### config.mk
export PLATFORM = sky130hd
export DESIGN_NAME = echo_indication_arbiter
export DESIGN_NICKNAME = d
export VERILOG_FILES = /design/src/rtl/echo_indication_arbiter_pkg.sv /design/src/rtl/echo_indication_arbiter_rr_arb3.sv /design/src/rtl/echo_indication_arbiter.sv
export SDC_FILE = /design/constraint.sdc
export NUM_CORES = 1
export LEC_CHECK = 0
export BUFFER_PORTS_ARGS = -buffer_cell sky130_fd_sc_hd__buf_2
export CAP_MARGIN = 20
export CORE_ASPECT_RATIO = 1.1
export CORE_MARGIN = 5
export CORE_UTILIZATION = 46
export DETAILED_ROUTE_END_ITERATION = 7
export MAX_ROUTING_LAYER = met4
export PLACE_DENSITY = 0.84
export SLEW_MARGIN = 25
export SYNTH_ARGS = -nofsm -noshare
export SYNTH_HDL_FRONTEND = slang
export SYNTH_SLANG_ARGS = --single-unit
### constraint.sdc
create_clock -name CLK -period 4.25 [get_ports CLK]
set_clock_uncertainty 0.1 [all_clocks]
set_input_delay 0.2125 -clock CLK [delete_from_list [all_inputs] [get_ports CLK]]
set_output_delay 0.2125 -clock CLK [all_outputs]
set_load 0.01 [all_outputs]
### src/rtl/echo_indication_arbiter_pkg.sv
// Shared constants and the packed-message layout for the echo indication
// outbound pipe: a 32-bit header (id, length) followed by the method payload.
package echo_indication_arbiter_pkg;
  localparam int PIPE_W = 128;

  localparam logic [15:0] ID_SAY2 = 16'd0;
  localparam logic [15:0] ID_SAY  = 16'd1;
  localparam logic [15:0] ID_LEDS = 16'd2;
  localparam logic [15:0] MSG_LEN = 16'd2;

  localparam int HDR_ID_LSB  = 16;
  localparam int HDR_LEN_LSB = 0;
  localparam int PAY_LSB     = 32;

  localparam int SAY2_W = 16;
  localparam int SAY_W  = 32;
  localparam int LEDS_W = 8;

  typedef logic [PIPE_W-1:0] pipe_msg_t;

  // Every message carries at most 32 payload bits; higher bits stay zero.
  function automatic pipe_msg_t pack_msg(logic [15:0] id, logic [31:0] pay);
    pipe_msg_t m;
    m = '0;
    m[HDR_ID_LSB+:16]  = id;
    m[HDR_LEN_LSB+:16] = MSG_LEN;
    m[PAY_LSB+:32]     = pay;
    return m;
  endfunction
endpackage

### src/rtl/echo_indication_arbiter_rr_arb3.sv
// Three-way combinational arbiter: round-robin after 'last', or fixed
// priority (id 0 highest) when 'fixed' is set.
module rr_arb3 (
  input  logic [2:0] req,
  input  logic [1:0] last,
  input  logic       fixed,
  output logic [2:0] grant,
  output logic [1:0] gnt_id
);
  logic [1:0] w_start;
  int         w_idx;

  always_comb begin
    w_start = fixed ? 2'd0 : ((last == 2'd2) ? 2'd0 : last + 2'd1);
    grant   = '0;
    gnt_id  = '0;
    w_idx   = 0;
    // Walk the search order backwards so the earliest requester overwrites.
    for (int k = 2; k >= 0; k--) begin
      w_idx = int'(w_start) + k;
      if (w_idx >= 3) w_idx = w_idx - 3;
      if (req[w_idx]) begin
        grant  = 3'b001 << w_idx;
        gnt_id = 2'(w_idx);
      end
    end
  end
endmodule

### src/rtl/echo_indication_arbiter.sv
// Funnels say2/say/setLeds indications through one-entry holders and an
// arbiter onto a single registered, flow-controlled outbound pipe word.
module echo_indication_arbiter
  import echo_indication_arbiter_pkg::*;
#(
  parameter int PIPE_WIDTH     = PIPE_W,
  parameter bit FIXED_PRIORITY = 1'b0
) (
  input  logic                  CLK,
  input  logic                  RST,
  input  logic                  method_say2__ENA,
  input  logic [SAY2_W-1:0]     method_say2_a,
  input  logic [SAY2_W-1:0]     method_say2_b,
  output logic                  method_say2__RDY,
  input  logic                  method_say__ENA,
  input  logic [SAY_W-1:0]      method_say_v,
  output logic                  method_say__RDY,
  input  logic                  method_setLeds__ENA,
  input  logic [LEDS_W-1:0]     method_setLeds_v,
  output logic                  method_setLeds__RDY,
  output logic                  pipe_enq__ENA,
  output logic [PIPE_WIDTH-1:0] pipe_enq_v,
  input  logic                  pipe_enq__RDY
);
  pipe_msg_t  r_hold [3];
  logic [2:0] r_hvalid;
  logic       r_ovalid;
  pipe_msg_t  r_odata;
  logic [1:0] r_last;

  pipe_msg_t  w_pack [3];
  pipe_msg_t  w_sel;
  logic [2:0] w_ena, w_cap, w_clr, w_grant;
  logic [1:0] w_gid;
  logic       w_load;

  assign w_pack[0] = pack_msg(ID_SAY2, {method_say2_b, method_say2_a});
  assign w_pack[1] = pack_msg(ID_SAY, method_say_v);
  assign w_pack[2] = pack_msg(ID_LEDS, {{(32-LEDS_W){1'b0}}, method_setLeds_v});

  assign w_ena  = {method_setLeds__ENA, method_say__ENA, method_say2__ENA};
  // Strobes into a full holder are dropped; capture and grant are disjoint.
  assign w_cap  = w_ena & ~r_hvalid;
  assign w_load = !r_ovalid || pipe_enq__RDY;
  assign w_clr  = w_load ? w_grant : 3'b000;

  rr_arb3 u_arb (
    .req   (r_hvalid),
    .last  (r_last),
    .fixed (FIXED_PRIORITY),
    .grant (w_grant),
    .gnt_id(w_gid)
  );

  always_comb begin
    w_sel = '0;
    for (int i = 0; i < 3; i++)
      if (w_grant[i]) w_sel = r_hold[i];
  end

  always_ff @(posedge CLK or posedge RST) begin
    if (RST) begin
      r_hvalid <= '0;
      r_ovalid <= 1'b0;
      r_odata  <= '0;
      r_last   <= 2'd2;
      for (int i = 0; i < 3; i++) r_hold[i] <= '0;
    end else begin
      for (int i = 0; i < 3; i++)
        if (w_cap[i]) r_hold[i] <= w_pack[i];
      r_hvalid <= (r_hvalid | w_cap) & ~w_clr;
      if (w_load) begin
        r_ovalid <= |r_hvalid;
        if (|r_hvalid) begin
          r_odata <= w_sel;
          r_last  <= w_gid;
        end
      end
    end
  end

  assign method_say2__RDY    = !r_hvalid[0];
  assign method_say__RDY     = !r_hvalid[1];
  assign method_setLeds__RDY = !r_hvalid[2];
  assign pipe_enq__ENA       = r_ovalid;
  assign pipe_enq_v          = PIPE_WIDTH'(r_odata);
endmodule

# Word level (Yosys, flattened, before mapping)
# Index checks and enable logic that the tools add are counted.
[totals]
reg_bits = 211
wordCells = 58
[classes]
addsub = 6
n_lt_le_gt_ge = 6
eq_ne = 1
shifts = 3
muxes = 23
n_bitwise = 5
n_reduce_logical = 7
[op_table]
columns = ["op", "count"]
rows = [
  ["128-bit two-way mux", 2],
  ["32-bit by 4-bit less-than comparator with 1-bit output (second input constant)", 3],
  ["32-bit two-way mux", 3],
  ["1-bit by 32-bit left shift with 3-bit output (first input constant)", 3],
  ["32-bit by 3-bit greater-or-equal comparator with 1-bit output (second input constant)", 2],
  ["64-bit two-way mux", 1],
  ["32-bit by 3-bit subtractor with 32-bit output (second input constant)", 2],
  ["3-bit two-way mux", 4],
  ["2-bit two-way mux", 4],
  ["3-bit bitwise AND", 2],
  ["1-bit binary-select mux with 2-bit select", 3],
  ["1-bit two-way mux", 6],
  ["3-bit inverter", 2],
  ["1-bit logical NOT", 4],
  ["2-bit by 1-bit adder with 3-bit output (second input constant)", 1],
  ["2-bit by 2-bit adder with 3-bit output (second input constant)", 1],
  ["3-bit OR", 1],
  ["3-bit OR reduction", 1],
  ["2-bit by 2-bit subtractor with 3-bit output (second input constant)", 1],
  ["2-bit by 1-bit adder with 2-bit output (second input constant)", 1],
  ["2-bit == test (second input constant)", 1],
  ["2-bit greater-or-equal comparator (second input constant)", 1],
  ["2-bit AND reduction", 1],
  ["1-bit logical OR", 1],
]

# Longest topological paths before layout
# Gate-level depths: netlist of the first run.
[logic_depth]
word_depth = 14
depth_mapped = 6
depth_no_buf = 4

# Cells and area by module
# From an unflattened synthesis of the first run, not the netlist that was laid out.
[unflattened]
hier_cells = 483
hier_area_um2 = 5570.3
[modules_own_cells]
columns = ["mod", "instances", "cells_per_inst", "area_per_inst_um2"]
rows = [
  ["echo_indication_arbiter", 1, 472, 5495.3],
  ["rr_arb3", 1, 11, 75.1],
]

# Worst setup path after synthesis of the first run
# OpenSTA, ideal clock, no wires.
[synth_path]
path_kind = "register -> register"
from = "register r_last[0]"
to = "register r_odata[32], in the netlist pipe_enq_v[32]"
setup_ns = 0.123
arrival_ns = 1.440
required_ns = 4.027
path_slack_ns = 2.587
path_stages_with_launch = 6
n_path_buf = 1
period_less_slack_ns = 1.663
cell_sequence = "dfrtp_1 nand2b_2 a211o_1 buf_6 a221o_1 o221a_2"
[synth_via]
elab_chain_cells = 14
[synth_lines]
columns = ["item", "line_no", "rtl"]
rows = [
  ["start: declaration", "echo_indication_arbiter.sv:29", "logic [1:0] r_last;"],
  ["start signal: assignment", "echo_indication_arbiter.sv:76", "r_last <= w_gid;"],
  ["2-bit by 1-bit adder with 2-bit output or 2-bit == test (tied branches)", "echo_indication_arbiter_rr_arb3.sv:14", "w_start = fixed ? 2'd0 : ((last == 2'd2) ? 2'd0 : last + 2'd1);"],
  ["2-bit two-way mux *", "echo_indication_arbiter_rr_arb3.sv:14", ""],
  ["2-bit by 2-bit adder with 3-bit output", "echo_indication_arbiter_rr_arb3.sv:20", "w_idx = int'(w_start) + k;"],
  ["32-bit by 3-bit subtractor with 32-bit output or 32-bit by 3-bit greater-or-equal comparator with 1-bit output (tied branches)", "echo_indication_arbiter_rr_arb3.sv:21", "if (w_idx >= 3) w_idx = w_idx - 3;"],
  ["32-bit two-way mux", "echo_indication_arbiter_rr_arb3.sv:21", ""],
  ["1-bit binary-select mux with 2-bit select", "echo_indication_arbiter_rr_arb3.sv:22", "if (req[w_idx]) begin"],
  ["1-bit two-way mux (implied by the code) (2 in series)", "echo_indication_arbiter_rr_arb3.sv:22", ""],
  ["3-bit two-way mux (2 in series)", "echo_indication_arbiter_rr_arb3.sv:22", ""],
  ["3-bit two-way mux *", "echo_indication_arbiter_rr_arb3.sv:22", ""],
  ["64-bit two-way mux", "echo_indication_arbiter.sv:58", "if (w_grant[i]) w_sel = r_hold[i];"],
  ["128-bit two-way mux", "echo_indication_arbiter.sv:58", ""],
  ["128-bit two-way mux *", "echo_indication_arbiter.sv:58", ""],
  ["end signal: assignment", "echo_indication_arbiter.sv:75", "r_odata <= w_sel;"],
  ["end: declaration", "echo_indication_arbiter.sv:28", "pipe_msg_t r_odata;"],
]
# Every way passes the cells marked *; elsewhere a longest branch is shown, timed or not. The select of a mux whose other input is x is not followed.
# A chain may end at the register's enable or synchronous reset.

# Final worst setup path of the first run
[layout_path]
from = "register r_hvalid[1]"
to = "register r_odata[38], in the netlist pipe_enq_v[38]"
[layout_via]
elab_chain_cells = 9
[layout_lines]
columns = ["item", "line_no", "rtl"]
rows = [
  ["start: declaration", "echo_indication_arbiter.sv:26", "logic [2:0] r_hvalid;"],
  ["start signal: assignment", "echo_indication_arbiter.sv:71", "r_hvalid <= (r_hvalid | w_cap) & ~w_clr;"],
  ["1-bit binary-select mux with 2-bit select", "echo_indication_arbiter_rr_arb3.sv:22", ""],
  ["1-bit two-way mux (implied by the code) (2 in series)", "echo_indication_arbiter_rr_arb3.sv:22", ""],
  ["3-bit two-way mux (3 in series)", "echo_indication_arbiter_rr_arb3.sv:22", ""],
  ["64-bit two-way mux", "echo_indication_arbiter.sv:58", ""],
  ["128-bit two-way mux (2 in series)", "echo_indication_arbiter.sv:58", ""],
]
# Several ways; a longest one is shown, not always the timed one. The select of a mux whose other input is x is not followed.

==> results of run 1 <==
[worst register-to-register path: stages, from the launching register on]
cell                       delay [ns]
sky130_fd_sc_hd__dfrtp_1         0.47
sky130_fd_sc_hd__inv_2           0.09
sky130_fd_sc_hd__o32ai_4         0.64
sky130_fd_sc_hd__buf_4           0.39
sky130_fd_sc_hd__a221oi_1        0.16
sky130_fd_sc_hd__a211oi_1        0.27
[cell type report]
| class | count | area [um2] |
|---|---|---|
| Fill cell | 878 | 4470 |
| Multi-Input combinational cell | 301 | 1980 |
| Tap cell | 150 | 188 |
| Sequential cell | 116 | 2900 |
| Inverter | 7 | 31.3 |
| Clock buffer | 24 | 472 |
| Timing Repair Buffer | 196 | 1370 |
| Clock inverter | 5 | 77.6 |
[layer usage]
metal	share of wire, %	track usage (%)	wire [um]	vias to the layer above
met5	0	-	0	-
met4	2.3	9.09	320	0
met3	8.2	5.97	1120	36
met2	53	35.4	7250	215
met1	36	21.6	4980	1902
li1	-	-	-	1746
[flip-flops by register name, summed over array words and instances, names as in the netlist]
name,flops
r_last,2
r_hold,75
pipe_enq_v,35
pipe_enq__ENA,1
r_hvalid,3
[how the worst max path moves through the flow]
stage / to / from / cells past startpoint / slack, ns
5_1_grt: pipe_enq_v[38] / r_hvalid[1] / 5 / 1.89
4_1_cts: pipe_enq_v[38] / r_hvalid[2] / 4 / 1.99
6_report: pipe_enq_v[38] / r_hvalid[1] / 5 / 2.03
3_3_place_gp: pipe_enq_v[38] / r_hvalid[1] / 5 / 2.17
2_1_floorplan: pipe_enq__ENA / RST / 1 / 0.87
3_5_place_dp: pipe_enq_v[38] / r_hvalid[2] / 4 / 1.99
[power by group]
part	switching [mW]	internal (mW)	leakage, nW
clock	0.454	0.881	0.266
sequential	0.325	1.62	1.39
combinational	0.833	0.784	1.69
[repair_timing]
action | CTS | global route
hold buffers | 76 | 0
gates resized for setup | 0 | 0
endpoints found under the hold margin | 84 | 0
[cells by family (layout without fill, tap and decap cells)]
logic type / count (synthesis) / after routing / synth area share, %
buf+inv: 123 / 232 / 15.8
flops: 116 / 116 / 54.0
compound gates: 77 / 77 / 10.5
mux: 69 / 69 / 14.4
simple gates: 62 / 62 / 5.16
other cells: 1 / 93 / 0.0697
[cells in the final DEF (no fill, tap or decap), types with 2 or more instances in the layout]
master | netlist | routed
sky130_fd_sc_hd__dfrtp_1 | 115 | 115
sky130_fd_sc_hd__nand2_1 | 37 | 37
sky130_fd_sc_hd__clkbuf_1 | 9 | 5
sky130_fd_sc_hd__nor2b_1 | 4 | 3
sky130_fd_sc_hd__a211oi_1 | 4 | 4
sky130_fd_sc_hd__o221a_2 | 5 | 5
sky130_fd_sc_hd__buf_4 | 95 | 4
sky130_fd_sc_hd__a221oi_1 | 3 | 3
sky130_fd_sc_hd__nor2_1 | 8 | 8
sky130_fd_sc_hd__nand2b_1 | 2 | 2
sky130_fd_sc_hd__a221o_1 | 5 | 5
sky130_fd_sc_hd__or2_2 | 4 | 4
sky130_fd_sc_hd__o21ai_0 | 28 | 28
sky130_fd_sc_hd__clkbuf_8 | 0 | 2
sky130_fd_sc_hd__conb_1 | 1 | 93
sky130_fd_sc_hd__dlygate4sd3_1 | 0 | 76
sky130_fd_sc_hd__a22oi_1 | 25 | 25
sky130_fd_sc_hd__clkinv_2 | 0 | 2
sky130_fd_sc_hd__buf_2 | 9 | 116
sky130_fd_sc_hd__inv_1 | 6 | 5
sky130_fd_sc_hd__nand3_1 | 2 | 2
sky130_fd_sc_hd__bufinv_16 | 0 | 2
sky130_fd_sc_hd__clkbuf_16 | 0 | 17
sky130_fd_sc_hd__mux2_2 | 69 | 69
[per-stage QoR]
stage | cells | power [mW]
2_1_floorplan | 540 | 3.07
3_3_place_gp | 694 | 3.36
3_5_place_dp | 694 | 3.47
4_1_cts | 799 | 4.87
5_1_grt | 799 | 5.18
6_report | 799 | 4.89
==> summary by stage, run 1 <==
Run status
The flow ran to the end, and the final reports show no timing, DRC or antenna violations.

Synthesis
Averaged over all synthesized cells, the footprint is 12.0 um2. The share of flip-flops with an asynchronous set or reset is 100%. By area the synthesized netlist is led by sky130_fd_sc_hd__dfrtp_1 53%, sky130_fd_sc_hd__mux2_2 14%, sky130_fd_sc_hd__buf_4 13%.

Yosys mapped the design onto 34 distinct sky130hd cell types. The share of synthesized area occupied by flip-flops and latches is 54.0%. The synthesized design devotes to its leading area cell type 53.5% of total area. The most used flip-flop cell after synthesis is sky130_fd_sc_hd__dfrtp_1.

Synthesis inferred 116 register bits. Yosys printed 0 warnings. The most frequent cell after synthesis is sky130_fd_sc_hd__dfrtp_1. In the synthesized netlist, the number of instances is 448. The netlist area before placement is 0.00538 mm2. The commonest cells after synthesis are 115 x sky130_fd_sc_hd__dfrtp_1, 95 x sky130_fd_sc_hd__buf_4, 69 x sky130_fd_sc_hd__mux2_2, 37 x sky130_fd_sc_hd__nand2_1, 28 x sky130_fd_sc_hd__o21ai_0. The synthesized design contains 0 enable-type register cells. sky130_fd_sc_hd__dfrtp_1 takes more of the synthesized area than any other cell.

Detailed routing
The number of vias per cell is 4.88. The total DRC errors in the routed layout is 0. The post-route antenna net violation count is 0. The iteration-0 DRC count of the detailed router is 145. The total wirelength of the detailed-routed design is 13.7 mm.

The detail-routed net length per standard cell is 17.1 um. The first detailed-routing pass took 4 iterations. Summing over every cut layer, the via total after detailed routing is 3899.

CTS
The number of sinks on the clock net is 116. The number of setup buffers added after CTS is 0. The TritonCTS buffer count is 17. The clock tree from TritonCTS is built. In this run the number of H-tree levels came out at 4.

The clock reaches the later pin of the worst-skew pair after 0.40 ns. The clock tree root driver cell is sky130_fd_sc_hd__clkbuf_16. After clock tree synthesis, the clock-pin slew on the worst setup and hold paths is 0.05 ns. Counting along the longest clock path gives a buffer depth of 2.

Finish
Measured on the finished design, the core utilization comes to 61.1%. The number of diodes is 0. The final layout contains 717 nets. The synthesis-to-layout area growth is 30.5%.

The layout cell share with drive strength beyond 1 is 35.6%. After routing the design area is 0.00702 mm2.

Die
The floorplan step defined a die boundary enclosing 0.0140 mm2. The floorplan has 41 rows. The die extent in x is 113 um. The count of boundary I/O pins is 210. The initial utilization of the core area, before any placement, comes to 46.8%.

The die is 123 um tall. The region available for standard cell placement spans 0.0115 mm2.

Worst setup path
The element type at the critical path end is a flop. The cell class contributing the biggest share of worst-path delay is compound AO/OA/AOI/OAI gates. The worst setup path is launched from a flop. The startpoint of the most critical register-to-register path is r_hvalid[1]. The slack of the worst reg-to-reg path is 2.03 ns.

On the worst path, the slowest cell contributes a delay of 0.64 ns. STA puts the critical path data arrival time at 2.41 ns. For the worst flop-to-flop path, the logic depth is 5. Together, buffers and inverters on the worst path number 2. The cell with the biggest individual delay on the critical path is sky130_fd_sc_hd__o32ai_4. Of all nets on the critical path, the largest fanout is 19.

The path type of the worst setup path is reg2reg. Traced cell by cell, the critical path runs through inv_2, o32ai_4, buf_4, a221oi_1, a211oi_1. In this run the critical register-to-register path is captured at pipe_enq_v[38]. Data on the critical path is required at its endpoint by 4.45 ns.

Worst hold path
The hold path endpoint is pipe_enq__ENA. Along the worst hold path, the cell count comes to 3. In this run the most critical hold path is launched from pipe_enq__RDY. The worst hold-check path type is in2reg.

Timing
The post-route worst setup slack is 2.03 ns. The count of pins over their slew limit was 0. After routing, the total negative slack on setup checks comes to 0 ns. The shortest period the worst path allows is 2.22 ns.

The final hold slack is 0.0421 ns. The number of failing hold endpoints at the final stage is 0. Setup repair after global routing left no endpoint under its margin.

The final worst-path cycle share is 52.2%. The achievable clock frequency is 0.451 GHz. The worst-case headroom to the max-slew limit is 33.7%. The total setup violations reported at the end of the flow is 0.

The actual transition at the worst max-transition pin is 0.992 ns.

Flow run
Across the run, the number of max-cap violations was 0.

Global routing
The via count of the first global-routing pass is 4228. The number of antenna violations at the first check in global routing was 0. The total overflow left after global routing is 0. Across every metal layer, demand over resource in global routing totals 20.4%. The first-pass GRT wire length is 21.3 mm.

The maximum number of pins on one net before global-route repair is 85.

Place
The final HPWL from detailed placement is 8.46 mm. The cell area reported after detailed placement is 0.00571 mm2. The pre-CTS worst setup slack is 1.99 ns. Port buffering added 116 buffers. The placer's final routability congestion estimate is 0.843.

Pwr
VDD sags by at most 0.397 mV. The analysis attributes to cell leakage a power of 3.34 nW. Dividing total power by cell area gives a power density of 697 mW/mm2.
Note: power is estimated with default switching activity, not from simulation.
==> inputs of run 2 (changes only) <==
ABC_AREA = 1   (was unset)
PLACE_DENSITY = 0.83   (was 0.84)
clock period = 2.2 ns   (was 4.25 ns; I/O delays follow)
==> run 2 against run 1 <==
Hold slack better by 0.23 ns. Clock power up 120%. Maximum frequency up 12%. Non-clock buffer count up 9. Cell count up 19%. Synthesized cell count up 30%. Utilization up 1.4 points. Critical path depth up 3. Synthesized area up 4.9%. Total power up 120%. Sequential share of layout area down 2.7 points. Global-route usage up 1.4 points. Largest cell class unchanged. Largest power group is now combinational cells.
==> summary by stage, run 2 <==
Run status
The run finished with clean final reports.

Flow run
Max-cap violations in this run came to 0.

Timing
The final hold slack is 0.273 ns. Setup repair after global routing left no endpoint under its margin. The achievable clock frequency is 0.507 GHz. The number of failing hold endpoints at the final stage is 0. The count of pins over their slew limit is 0.

At the pin with the least slew margin, the transition time is 0.705 ns. The final worst-path cycle share is 89.6%. The worst-case headroom to the max-slew limit is 52.9%.

The total negative slack for setup checks is 0 ns. Setup violations remaining at the end of the flow were counted as 0. The shortest period the worst path allows is 1.97 ns.

CTS
The number of sinks on the clock net is 116. After clock tree synthesis, the clock-pin slew on the worst setup and hold paths is 0.06 ns. In this run, post-CTS repair resized a total of 0 instances. The clock passes through at most 2 buffers. The H-tree was split into 4 levels. The clock tree root driver cell is sky130_fd_sc_hd__clkbuf_16.

The number of buffers added to fix hold violations after cts is 77. Clock latency on the worst-skew pair, taken at its later pin, is 0.40 ns. The number of setup buffers added after CTS is 0. TritonCTS created 17 clock buffers. The clock tree from TritonCTS is built.

Synthesis
In the synthesized netlist the async set-or-reset flop fraction comes to 100%. The distinct cell type count of the synthesized netlist is 27. The warning count from the yosys run is 0. Yosys mapped a number of flops with a built-in enable equal to 0. Summed over its instances, the top area cell type makes up 51.0% of the synthesized netlist area. The fraction of synthesized area in multiplexers is 12.8%. The cell count after synthesis is 583. Summing the sequential cell areas from Yosys gives 51.5% of the chip area. After synthesis, the largest family of logic cells by area is buffers and inverters. Summing the areas of all compound-gate instances in the mapped netlist gives 3.35% of the synthesized area. After synthesis, the most frequently instantiated cells are 206 x sky130_fd_sc_hd__nand2_1, 115 x sky130_fd_sc_hd__dfrtp_1, 97 x sky130_fd_sc_hd__buf_4, 64 x sky130_fd_sc_hd__mux2_2, 20 x sky130_fd_sc_hd__inv_1.

After Yosys synthesis, full adders, half adders and majority gates account for 0% of the synthesized area. The synthesized netlist occupies a cell area of 0.00564 mm2. The most common cell in the synthesized netlist is sky130_fd_sc_hd__nand2_1. The library cell with the largest summed area after synthesis is sky130_fd_sc_hd__dfrtp_1. The most used flip-flop cell after synthesis is sky130_fd_sc_hd__dfrtp_1. After synthesis, the cell types taking the most area are sky130_fd_sc_hd__dfrtp_1 51%, sky130_fd_sc_hd__nand2_1 14%, sky130_fd_sc_hd__buf_4 13%. The number of flip-flops and latches in the synthesized netlist is 116.

The average cell area after synthesis is 9.68 um2. The simple-gate portion of the synthesized area is 16.1%. Summing the areas of all xor and xnor instances in the mapped netlist gives 0% of the synthesized area.

Global routing
For met3 alone, demand over resource in global routing was 4.08%. The met1 capacity usage during global routing is 22.9%. The number of antenna violations at the first check in global routing is 1. met2 is the most crowded layer. The via count of the first global-routing pass is 4742.

The met2 capacity usage during global routing is 37.8%. The first global-routing pass estimated 23.6 mm of wire. The global-route total usage across every layer is 21.7%. Entering global routing, the biggest net connects 40 pins. After global routing the overflow that remains totals 0.

Place
Counting tap cells, the placed design contains a total of 842 instances. The cell area reported after detailed placement is 0.00613 mm2. Routability-driven placement finished with a final weighted congestion of 0.942. The wire-length estimate of the detail-placed layout is 9.06 mm.

The count of buffers from port buffering is 116.

Worst setup path
The slack of the worst reg-to-reg path is 0.23 ns. The most numerous cell type found on the critical path is sky130_fd_sc_hd__nand2_1. The number of cells on the worst reg-to-reg path is 8. The startpoint of the most critical register-to-register path is r_last[1]. The critical path arrival is 2.21 ns. For this run, the slowest stage of the critical path takes 0.58 ns.

The worst register-to-register path ends at pipe_enq_v[37]. The critical path goes through inv_2, o211ai_4, nand2_1, o21ai_2, inv_1, nand3_1, nand2_1, nand2_1. The critical path required time is 2.44 ns.

The most critical setup path has its startpoint at r_last[1]. STA classifies the critical path startpoint as a flop. The top fanout value on the critical path is 13. The path type of the worst setup path is reg2reg. STA classifies the critical path endpoint as a flop. The slowest stage of the critical path belongs to the cell sky130_fd_sc_hd__dfstp_2.

Finish
The library cell used most frequently in the layout, excluding fill and tap cells, is sky130_fd_sc_hd__nand2_1. After routing the design area is 0.00752 mm2. The register with the most flip-flops in the layout has 75 of them. The library cells used most frequently in the layout, excluding fill and tap cells, are 205 x sky130_fd_sc_hd__nand2_1, 116 x sky130_fd_sc_hd__buf_2, 115 x sky130_fd_sc_hd__dfrtp_1, 93 x sky130_fd_sc_hd__conb_1, 77 x sky130_fd_sc_hd__dlygate4sd3_1.

Relative to the synthesized area, the layout overhead comes to 33.3%. The storage element area is 0.00290 mm2. The layout cell share with drive strength beyond 1 is 29.5%. After the flow finishes, the layout carries non-filler instances totaling 952. The net count of the finished layout is 862.

After filler insertion, the fill cell instance count of the layout stands at 903. The multi-input combinational cells in the finished layout cover a total of 0.00219 mm2. Ranked by flip-flop count, first place goes to r_hold.

Detailed routing
For this block, the via count after detailed routing is 4577. The post-route antenna net violation count is 0. For this block, the routed nets add up to 15.3 mm of wire.

The first detailed-routing pass ran for 5 iterations. After detailed routing, the average wire length per cell comes to 16.1 um. After detailed routing, the number of remaining DRC violations is 0. After the first detailed-routing iteration, the DRC count stood at 310. Using the TritonRoute via totals, the vias-per-cell ratio works out to 4.81.

Die
The core region is 0.0120 mm2. The initial utilization of the core area, before any placement, comes to 46.9%. The die extent in x is 116 um. The number of placement rows is 42.

The die is 126 um tall. The die area is 0.0146 mm2. Pin placement for this block handled 210 I/O pins.

Worst hold path
The tightest min-delay check is of the in2async type.

Pwr
Power spread over the standard cell area amounts to 1460 mW/mm2. The leakage power summed over all cells is 3.94 nW. The overall power consumption is 11.0 mW. The maximum VDD drop is 0.789 mV.
## run 2: cell count changes after synthesis, sizes merged, moves of 5 or more
cell	delta
nand2	+170
a22oi	-25
o21ai	-24
a21oi	+18
inv	+16
nand3	+10
nor2	+6
a221o	-5
mux2	-5
nor2b	-5
o221a	-5
## run 2: cell type report
type | count | share of cell area [%]
inverters | 23 | 1.20
clock buffers | 19 | 5.76
well taps | 154 | 2.56
repair buffers | 205 | 20.3
diodes | 1 | 0.0333
flip-flops and latches | 116 | 38.6
clock inverters | 13 | 2.45
multi-input cells | 421 | 29.1
## run 2: logic make-up after synthesis
group                  Yosys count
AO/OA/AOI/OAI                   29
flip-flops                     116
other                            1
multiplexers                    64
buffers and inverters          138
AND/OR/NAND/NOR                235
## run 2: where the power goes
part	internal [mW]	switching (mW)
registers	3.18	0.605
clock network	1.89	0.963
logic	1.79	2.54
## run 2: worst max path at each step
stage                                 to  depth (start not counted)
after CTS                 pipe_enq_v[35]                          8
after floorplan            pipe_enq__ENA                          1
after global routing      pipe_enq_v[34]                          8
final                     pipe_enq_v[37]                          8
after detailed placement  pipe_enq_v[37]                          8
after global placement    pipe_enq_v[32]                          8
## run 2: metal layers
| layer | wire length (um) | up-vias |
|---|---|---|
| li1 | - | 2067 |
| met1 | 5400 | 2190 |
| met2 | 8080 | 261 |
| met3 | 1210 | 59 |
| met4 | 612 | 0 |
| met5 | 0 | - |
## run 2: critical path: cells and delay by family, from the launching register on
kind,cells,cell delay (ns)
flops,1,0.58
compound gates,2,0.45
simple gates,4,0.42
buf+inv,2,0.38
## run 2: per-stage QoR
| step | util (%) | worst slack (ns) |
|---|---|---|
| final | 62.5 | 0.228 |
| after global routing | 62.5 | 0.0997 |
| after CTS | 62.5 | 0.296 |
| after detailed placement | 50.9 | 0.313 |
| after global placement | 50.9 | 0.397 |
| after floorplan | - | 0.577 |
